**config.mk**
```make
export PLATFORM = sky130hd
export DESIGN_NAME = ysyx_23060203_scoreboard
export DESIGN_NICKNAME = d
export VERILOG_FILES = /design/src/rtl/ysyx_23060203_pkg.sv /design/src/rtl/ysyx_23060203_scb_cnt.sv /design/src/rtl/ysyx_23060203_scoreboard.sv
export SDC_FILE = /design/constraint.sdc
export NUM_CORES = 1
export LEC_CHECK = 0
export ABC_AREA = 1
export CAP_MARGIN = 20
export CORE_ASPECT_RATIO = 1.25
export CORE_MARGIN = 4
export CORE_UTILIZATION = 60
export DETAILED_ROUTE_END_ITERATION = 16
export GPL_TIMING_DRIVEN = 0
export PLACE_DENSITY = 0.82
export SETUP_SLACK_MARGIN = 0.02
export SLEW_MARGIN = 0
export SYNTH_ARGS = -nofsm -noshare
export SYNTH_HDL_FRONTEND = slang
export SYNTH_SLANG_ARGS = --single-unit
```
**constraint.sdc**
```tcl
create_clock -name clock -period 2.11 [get_ports clock]
set_input_delay 0.422 -clock clock [delete_from_list [all_inputs] [get_ports clock]]
set_output_delay 0.422 -clock clock [all_outputs]
set_load 0.005 [all_outputs]
```
**src/rtl/ysyx_23060203_pkg.sv**
```systemverilog
// Shared constants and types for the ysyx_23060203 core slice.
package ysyx_23060203_pkg;

  localparam int unsigned SCB_CNT_W = 2;
  localparam int unsigned GPR_NUM   = 32;

  typedef logic [SCB_CNT_W-1:0] scb_cnt_t;

endpackage

```
**src/rtl/ysyx_23060203_scb_cnt.sv**
```systemverilog
// One saturating up/down pending-write counter for a single GPR, with sticky
// over/underflow error.
module ysyx_23060203_scb_cnt
  import ysyx_23060203_pkg::*;
#(
  parameter int unsigned CNT_W = SCB_CNT_W
) (
  input  logic clock,
  input  logic reset,
  input  logic inc,
  input  logic dec,
  input  logic clr,
  input  logic clr_set,
  output logic zero,
  output logic sat,
  output logic one,
  output logic err
);

  logic [CNT_W-1:0] cnt_q, cnt_d;
  logic             err_d;

  assign zero = (cnt_q == '0);
  assign sat  = &cnt_q;
  assign one  = (cnt_q == CNT_W'(1));

  always_comb begin
    cnt_d = cnt_q;
    err_d = err;
    if (clr) begin
      cnt_d = clr_set ? CNT_W'(1) : '0;
    end else if (inc && !dec) begin
      if (sat) err_d = 1'b1;
      else     cnt_d = cnt_q + CNT_W'(1);
    end else if (dec && !inc) begin
      if (zero) err_d = 1'b1;
      else      cnt_d = cnt_q - CNT_W'(1);
    end
  end

  always_ff @(posedge clock) begin
    if (reset) begin
      cnt_q <= '0;
      err   <= 1'b0;
    end else begin
      cnt_q <= cnt_d;
      err   <= err_d;
    end
  end

endmodule

```
**src/rtl/ysyx_23060203_scoreboard.sv**
```systemverilog
// GPR scoreboard: per-register in-flight write counters and the IDU hazard stall.
// Optional macro YSYX_23060203_SCB_WB_BYPASS_EN lets a commit release its consumer in-cycle.
module ysyx_23060203_scoreboard
  import ysyx_23060203_pkg::*;
#(
  parameter int unsigned CNT_W = SCB_CNT_W
) (
  input  logic        clock,
  input  logic        reset,
  input  logic [4:0]  qry_rs1,
  input  logic        qry_rs1_en,
  input  logic [4:0]  qry_rs2,
  input  logic        qry_rs2_en,
  input  logic [4:0]  qry_rd,
  output logic        stall,
  output logic        rs1_busy,
  output logic        rs2_busy,
  input  logic        iss_valid,
  input  logic [4:0]  iss_rd,
  input  logic        wb_valid,
  input  logic [4:0]  wb_rd,
  input  logic        clr,
  output logic [31:0] busy_vec,
  output logic        err
);

  logic [GPR_NUM-1:1] iss_oh, wb_oh, zero_v, sat_v, one_v, err_v, busy_v;
  logic [GPR_NUM-1:0] sat_full;
  logic               sat_hit, viol_q;

  always_comb begin
    iss_oh = '0;
    wb_oh  = '0;
    for (int unsigned r = 1; r < GPR_NUM; r++) begin
      iss_oh[r] = iss_valid && (iss_rd == 5'(r));
      wb_oh[r]  = wb_valid && (wb_rd == 5'(r));
    end
  end

  for (genvar g = 1; g < GPR_NUM; g++) begin : g_cnt
    ysyx_23060203_scb_cnt #(
      .CNT_W (CNT_W)
    ) u_cnt (
      .clock   (clock),
      .reset   (reset),
      .inc     (iss_oh[g]),
      .dec     (wb_oh[g]),
      .clr     (clr),
      .clr_set (iss_oh[g]),
      .zero    (zero_v[g]),
      .sat     (sat_v[g]),
      .one     (one_v[g]),
      .err     (err_v[g])
    );
  end

`ifdef YSYX_23060203_SCB_WB_BYPASS_EN
  // The last outstanding write retiring this cycle is forwarded by the WBU.
  assign busy_v = ~zero_v & ~(wb_oh & one_v);
`else
  assign busy_v = ~zero_v;
  logic unused_one;
  assign unused_one = ^one_v;
`endif

  assign busy_vec = {busy_v, 1'b0};
  assign rs1_busy = busy_vec[qry_rs1];
  assign rs2_busy = busy_vec[qry_rs2];

  // A same-cycle commit to qry_rd frees a slot, so saturation need not block issue.
  assign sat_full = {sat_v, 1'b0};
  assign sat_hit  = (qry_rd != 5'd0) && sat_full[qry_rd] && !(wb_valid && (wb_rd == qry_rd));

  assign stall = (qry_rs1_en && rs1_busy) || (qry_rs2_en && rs2_busy) || sat_hit;

  always_ff @(posedge clock) begin
    if (reset)                   viol_q <= 1'b0;
    else if (iss_valid && stall) viol_q <= 1'b1;
  end

  assign err = viol_q || (|err_v);

endmodule

```
==> results of run 1 <==
[worst max-delay path, delay by kind of cell]
family | cells | cell delay (ns)
and+or+nand+nor | 7 | 0.67
AOI/OAI and AO/OA | 1 | 0.18
buffers and inverters | 4 | 0.56
[kinds of logic after synthesis]
kind of cell	after synthesis
compound gates	270
xor+xnor	30
fa+ha+maj	92
simple gates	583
buf+inv	286
flops	94
other cells	1
[routing by layer]
metal  vias up  routed length [um]  global-route usage, %
met3       204                3190                   6.25
li1       4497                   -                      -
met1      4293               10900                   43.8
met4         0                3130                   33.3
met2       595               13100                   57.2
met5         -                   0                      0
[power by group through the flow]
stage          combinational (mW)  clock [mW]  sequential [mW]
2_1_floorplan               0.618           0             1.92
3_3_place_gp                 1.04           0             1.93
3_5_place_dp                 1.06           0             1.93
4_1_cts                      1.16        1.71             1.91
5_1_grt                      1.34        1.77             1.93
6_report                     1.25        1.73             1.92
[layout make-up]
class	instances	area (sq um)	share of cell area (%)
Timing Repair Buffer	85	731	7.08
Sequential cell	94	1940	18.8
Buffer	42	297	2.87
Clock buffer	13	260	2.52
Inverter	244	923	8.95
Tap cell	171	214	2.07
Multi-Input combinational cell	976	5910	57.3
Clock inverter	3	42.5	0.412
[cells in the mapped netlist (all sizes together)]
cell,count
inv,244
xor2,30
ha,92
and2,2
nand2,273
nor2,203
nand3,93
a21oi,128
o21ai,97
nor3,2
a211oi,3
nor4,2
a22oi,3
a221oi,1
nand4,7
o22ai,1
o211ai,35
o221ai,1
dfxtp,94
conb,1
clkbuf,23
a31oi,1
buf,19
nand3b,1
[state kept, by name (all words and copies together), names as in the netlist]
register and flops:
viol_q 1, g_cnt.u_cnt.err 31, g_cnt.u_cnt.cnt_q 62
[timing repair]
action / in CTS / in global routing
pin swaps: 32 / 25
endpoints found under the hold margin: 0 / 0
hold buffers: 0 / 0
setup endpoints to repair: 95 / 70
setup buffers: 19 / 6
resized for setup: 231 / 132
[worst paths after layout]
path / startpoint / endpoint / slack [ns]
worst max register to register: g_cnt[22].u_cnt.cnt_q[0] / viol_q / 0.45
worst min-delay path: iss_valid / viol_q / 0.40
worst min register to register: g_cnt[6].u_cnt.err / g_cnt[6].u_cnt.err / 0.46
worst max-delay path: qry_rd[0] / stall / -0.16
[metrics by stage]
step | setup TNS, ns | instance area, sq um | hold WS (ns) | worst slack [ns] | instances
finish | -0.191 | 10300 | 0.404 | -0.157 | 1628
global route | -0.571 | 10300 | 0.414 | -0.141 | 1628
CTS | -0.892 | 10100 | 0.456 | -0.0700 | 1622
detailed placement | -52.95 | 9110 | 0.452 | -0.938 | 1587
global placement | -49.46 | 9110 | 0.443 | -0.923 | 1587
floorplan | 0 | 8290 | 0.435 | 0.174 | 1356
==> metrics.md, run 1 <==
| Metric | Value |
|---|---|
| Outcome | finished with violations |
| Clk sinks | 94 |
| Crit-path max FO | 7 |
| Power density cells | 474 mW/mm^2 |
| Mux cell area share after synthesis | 0% |
| Initial core utilization | 61.8% |
| Die Height | 139 um |
| Hold depth | 3 |
| Pint | 3.28 mW |
| FF-to-FF path depth | 11 |
| First-pass GRT wire length | 45.7 mm |
| Final period util | 107% |
| Final Power | 4.89 mW |
| Final Skew | 0.00385 ns |
| Clk network pwr share | 35.3% |
| Worst setup margin | -0.157 ns |
| Cell variety after synth | 36 |
| Initial antenna violation count | 0 |
| Number of H-tree levels | 3 |
| Yosys warns | 0 |
| Synth Area in Adders | 13.9% |
| DIE AREA | 0.0158 sq mm |
| Clock-pin slew on the worst setup and hold paths | 0.07 ns |
| Vias | 9589 |
| RSZ-0062 raised after global routing | yes |
| Failing checks | setup timing |
| Core area | 0.0134 sq mm |
| Max-cap violations | 0 |
| Syn Area/Cell | 6.11 sq um |
| Final WL | 30.3 mm |
| # DRC | 0 |
| VDD IR max | 0.000336 V |
| Crit-path cells | buf_6 -> inv_4 -> nor2_4 -> buf_4 -> nand2_1 -> nand3_2 -> a21oi_2 -> nand3_1 -> nand2_1 -> nand2_2 -> nand3_2 -> buf_2 |
| Die Span X | 113 um |
| Synth Register Bits | 94 |
| Pleak | 4.41 nW |
| Gate power share | 25.5% |
| Post-synthesis xor/xnor area fraction | 3.17% |
| Reg power frac | 39.3% |
| Post-route ant nets | 0 |
| Maximum clock frequency | 441 MHz |
| NetSw | 1.61 mW |
| GPL Wtd Cong | 1.14 |
| Pre-Repair DR Iteration Count | 7 |
| Net count, final | 1576 |
| Startpoint Class | input port |
| Antenna Cells | 0 |
| Critical Path RT | 1.69 ns |
| Row count | 47 |
| Hold Vio Cnt, Final | 0 |
| Most frequent cells in the layout | 256 x nand2_1, 216 x inv_1, 125 x a21oi_1 |
| Largest family of logic cells by synthesized area | simple AND/OR/NAND/NOR gates |
| Switching Share | 32.9% |
| Buffers on Ports | 60 |
| Tot GR Track Use | 37.2% |
| Crit path arrival time | 1.85 ns |
| Total gr overflow | 0 |
| CTS Root Buffer Type | clkbuf_16 |
| Worst slew pin tran | 0.943 ns |
| HP Class | in -> reg |
| Drt wl/cell | 18.6 um |
| Simple-Gate Fraction of Synth Area | 28.6% |
| Number of global-route vias before repair | 8998 |
| Most common cell after layout, fill and taps aside | nand2_1 |
| Top cell type by total area after synthesis | dfxtp_1 |
| CTS tree | built |
| Post-synthesis cell area | 0.00829 sq mm |
| Max Buffers Root-to-Sink | 2 |
| Sequential share of the synthesized area | 22.7% |
| Ranking of synthesized cells by area | dfxtp_1 23%, ha_1 14%, nand2_1 12% |
| Fillers | 1054 |
| CP peak stage delay | 0.18 ns |
| Initial drt markers | 1025 |
| Final min period | 2.27 ns |
| Pins Over Slew Limit | 0 |
| Post-detail-place hpwl | 22.0 mm |
| Final core occ | 77.0% |
| Mapped Cells | 1356 |
| Layout overhead on the synthesized area | 24.4% |
| Setup-failing EPs final | 2 |
| Largest net degree at the start of global routing | 15 |
| # IOs | 68 |
| Slew headroom | 37.1% |
| Post-Syn Nets | 1480 |
| Layout cells sized above 1 | 18.7% |
| Crit end category | output port |
| Worst-skew pair later-pin latency | 0.35 ns |
| Post-synth top area share | 22.7% |
| Synth Area in Compound Gates | 17.8% |
| Cts bufs inserted | 9 |
| WS Path Type | in -> out |
| Critical path's slowest cell | a21oi_2 |
| Number of vias per cell | 5.89 |
(Power assumes the default switching activity.)
==> run 2: changes to the inputs <==
--- a/config.mk
+++ b/config.mk
@@ -9,10 +9,9 @@
 export CAP_MARGIN = 20
 export CORE_ASPECT_RATIO = 1.25
 export CORE_MARGIN = 4
-export CORE_UTILIZATION = 60
+export CORE_UTILIZATION = 30
 export DETAILED_ROUTE_END_ITERATION = 16
 export GPL_TIMING_DRIVEN = 0
-export PLACE_DENSITY = 0.82
 export SETUP_SLACK_MARGIN = 0.02
 export SLEW_MARGIN = 0
 export SYNTH_ARGS = -nofsm -noshare
==> run 2 against run 1 <==
  * The flow still finishes with violations (setup timing)
  * Sequential cell count is the same
  * Non-clock buffer count shrank 3
  * Utilization shrank 38 points
  * Critical endpoint unchanged
==> metrics.md, run 2 (synthesis results as in run 1) <==
| Metric | Value |
|---|---|
| Critical path's slowest cell | nor2_4 |
| First-pass GRT wire length | 47.9 mm (+4.7%) |
| Register area | 0.00192 sq mm (-0.84%) |
| Crit-path cells | clkdlybuf4s15_2 -> nor2_4 -> a22oi_1 -> o21ai_1 -> nand2_1 -> nand3_1 -> nand2_1 -> nand2_2 -> nand3_2 -> buf_2 |
| Most common cell after layout, fill and taps aside | nand2_1 |
| CTS Root Buffer Type | clkbuf_16 |
| Row count | 67 (+43%) |
| DIE AREA | 0.0304 sq mm (+93%) |
| Initial core utilization | 30.7% (-31 points) |
| # hold bufs at CTS | 0 (unchanged) |
| Core area | 0.0270 sq mm (+100%) |
| Power density cells | 476 mW/mm^2 (+0.46%) |
| RSZ-0062 raised after global routing | yes |
| Biggest register | g_cnt.u_cnt.cnt_q |
| Initial antenna violation count | 0 (unchanged) |
| Final min period | 2.22 ns (-0.0498 ns) |
| Pre-CTS setup slack | -1.00 ns (-0.0636 ns) |
| Pleak | 4.39 nW (-0.47%) |
| HP Class | in -> reg |
| Drt wl/cell | 17.8 um (-4.7%) |
| Max Buffers Root-to-Sink | 2 (unchanged) |
| Clk sinks | 94 (unchanged) |
| Die Height | 194 um (+39%) |
| Clock-pin slew on the worst setup and hold paths | 0.07 ns (about the same) |
| Crit end category | output port |
| CTS tree | built |
| Initial drt markers | 650 (-37%) |
| # IOs | 68 (unchanged) |
| Final WL | 31.9 mm (+5.3%) |
| Startpoint Class | input port |
| Pre-Repair DR Iteration Count | 5 (-2) |
| Final hold slack | 0.408 ns (+0.00351 ns) |
| WS Path Type | in -> out |
| Fillers | 2932 (+180%) |
| Worst-skew pair later-pin latency | 0.36 ns (about the same) |
| # DRC | 0 (unchanged) |
| Total gr overflow | 0 (unchanged) |
| Largest net degree at the start of global routing | 15 (unchanged) |
| Die Span X | 157 um (+38%) |
| Post-route ant nets | 0 (unchanged) |
| Crit-path max FO | 8 (+1) |
| Setup-failing EPs final | 3 (+1) |
| Layout cells sized above 1 | 17.1% (-1.5 points) |
| Cts bufs inserted | 9 (unchanged) |
| Most frequent CP cell | nand2_1 |
| Slew headroom | 31.3% (-5.8 points) |
| Tot GR Track Use | 20.6% (-17 points) |
| Worst slew pin tran | 1.03 ns (+0.0870 ns) |
| Final Skew | 0.00866 ns (+0.00481 ns) |
| Pins Over Slew Limit | 0 (unchanged) |
| Number of H-tree levels | 3 (unchanged) |
| Antenna Cells | 0 (unchanged) |
| GPL Wtd Cong | 1.03 (-9.7%) |
| Layout overhead on the synthesized area | 26.1% |
| Vias | 9116 (-4.9%) |
| Post-detail-place hpwl | 24.8 mm (+13%) |
| Final period util | 105% (-2.4 points) |
| Number of global-route vias before repair | 8582 (-4.6%) |
| Critical Path RT | 1.69 ns (about the same) |
| Worst setup margin | -0.108 ns (+0.0498 ns) |
| Maximum clock frequency | 451 MHz (+2.2%) |
| Max-cap violations | 0 (unchanged) |
| Number of vias per cell | 5.07 (-14%) |
| Crit path arrival time | 1.80 ns (-0.05 ns) |
| Area of the multi-input gates | 0.00586 sq mm (-0.83%) |
| Number of flip-flops under the largest register name | 62 (unchanged) |
| Most frequent cells in the layout | 261 x nand2_1, 221 x inv_1, 126 x a21oi_1 |
| VDD IR max | 0.000401 V (+19%) |
| CP peak stage delay | 0.30 ns (+0.12 ns) |
| Net count, final | 1573 (-0.19%) |
| Buffers on Ports | 60 (unchanged) |
| Largest regs | g_cnt.u_cnt.cnt_q (62), g_cnt.u_cnt.err (31), viol_q (1) |
| Outcome | finished with violations |
| Failing checks | setup timing |
| Hold Vio Cnt, Final | 0 (unchanged) |
[run 2: cell count changes in the layout (fill, tap and decap cells not counted), sizes merged]
cell,delta
bufinv,+1
clkinvlp,-1
clkdlybuf4s15,+1
clkbuf,+1
buf,-5
dlygate4sd2,-1
clkinv,+1
[run 2: what timing repair did]
action / 4_1_cts / 5_1_grt
gates resized for setup: 200 / 127
setup endpoints to repair: 118 / 75
setup buffers: 19 / 2
cloned: 1 / 0
pin swaps: 38 / 21
hold endpoints to repair: 0 / 0
[run 2: worst paths after layout]
| check | start | end | slack [ns] | cells past startpoint |
|---|---|---|---|---|
| max | qry_rd[1] | stall | -0.11 | 10 |
| min | iss_valid | viol_q | 0.41 | 3 |
| max reg2reg | g_cnt[26].u_cnt.cnt_q[1] | viol_q | 0.43 | 14 |
| min reg2reg | g_cnt[25].u_cnt.err | g_cnt[25].u_cnt.err | 0.46 | 2 |
[run 2: metrics by stage]
stage	instance area [sq um]	TNS [ns]	instances	power [mW]	utilization, %
2_1_floorplan	8290	0	1356	2.54	-
3_3_place_gp	9320	-56.75	1761	3.02	34.5
3_5_place_dp	9320	-58.72	1761	3.03	34.5
4_1_cts	10300	-0.253	1797	4.96	38.0
5_1_grt	10500	-0.502	1799	5.19	38.7
6_report	10500	-0.231	1799	4.98	38.7
[run 2: final cells by class]
type,instances,area share (%)
Multi-Input combinational cell,976,56.1
Sequential cell,94,18.4
Inverter,244,8.83
Timing Repair Buffer,82,6.95
Tap cell,345,4.13
Buffer,42,2.62
Clock buffer,12,2.36
Clock inverter,4,0.670
[run 2: layer usage]
metal  share of wire, %  track usage (%)
met2                 47             34.1
met1                 41             24.6
met5                  0                0
met3                5.6             2.66
met4                6.8             13.6
[run 2: critical path, delay by kind of cell]
family	cells	cell delay (ns)
and+or+nand+nor	6	0.72
buffers and inverters	2	0.38
AOI/OAI and AO/OA	2	0.26
[run 2: power breakdown]
group / internal (mW) / switching [mW] / total (mW) / leakage (nW)
logic: 0.452 / 0.791 / 1.24 / 3.46
registers: 1.84 / 0.0757 / 1.92 / 0.779
clock network: 1.07 / 0.751 / 1.82 / 0.157
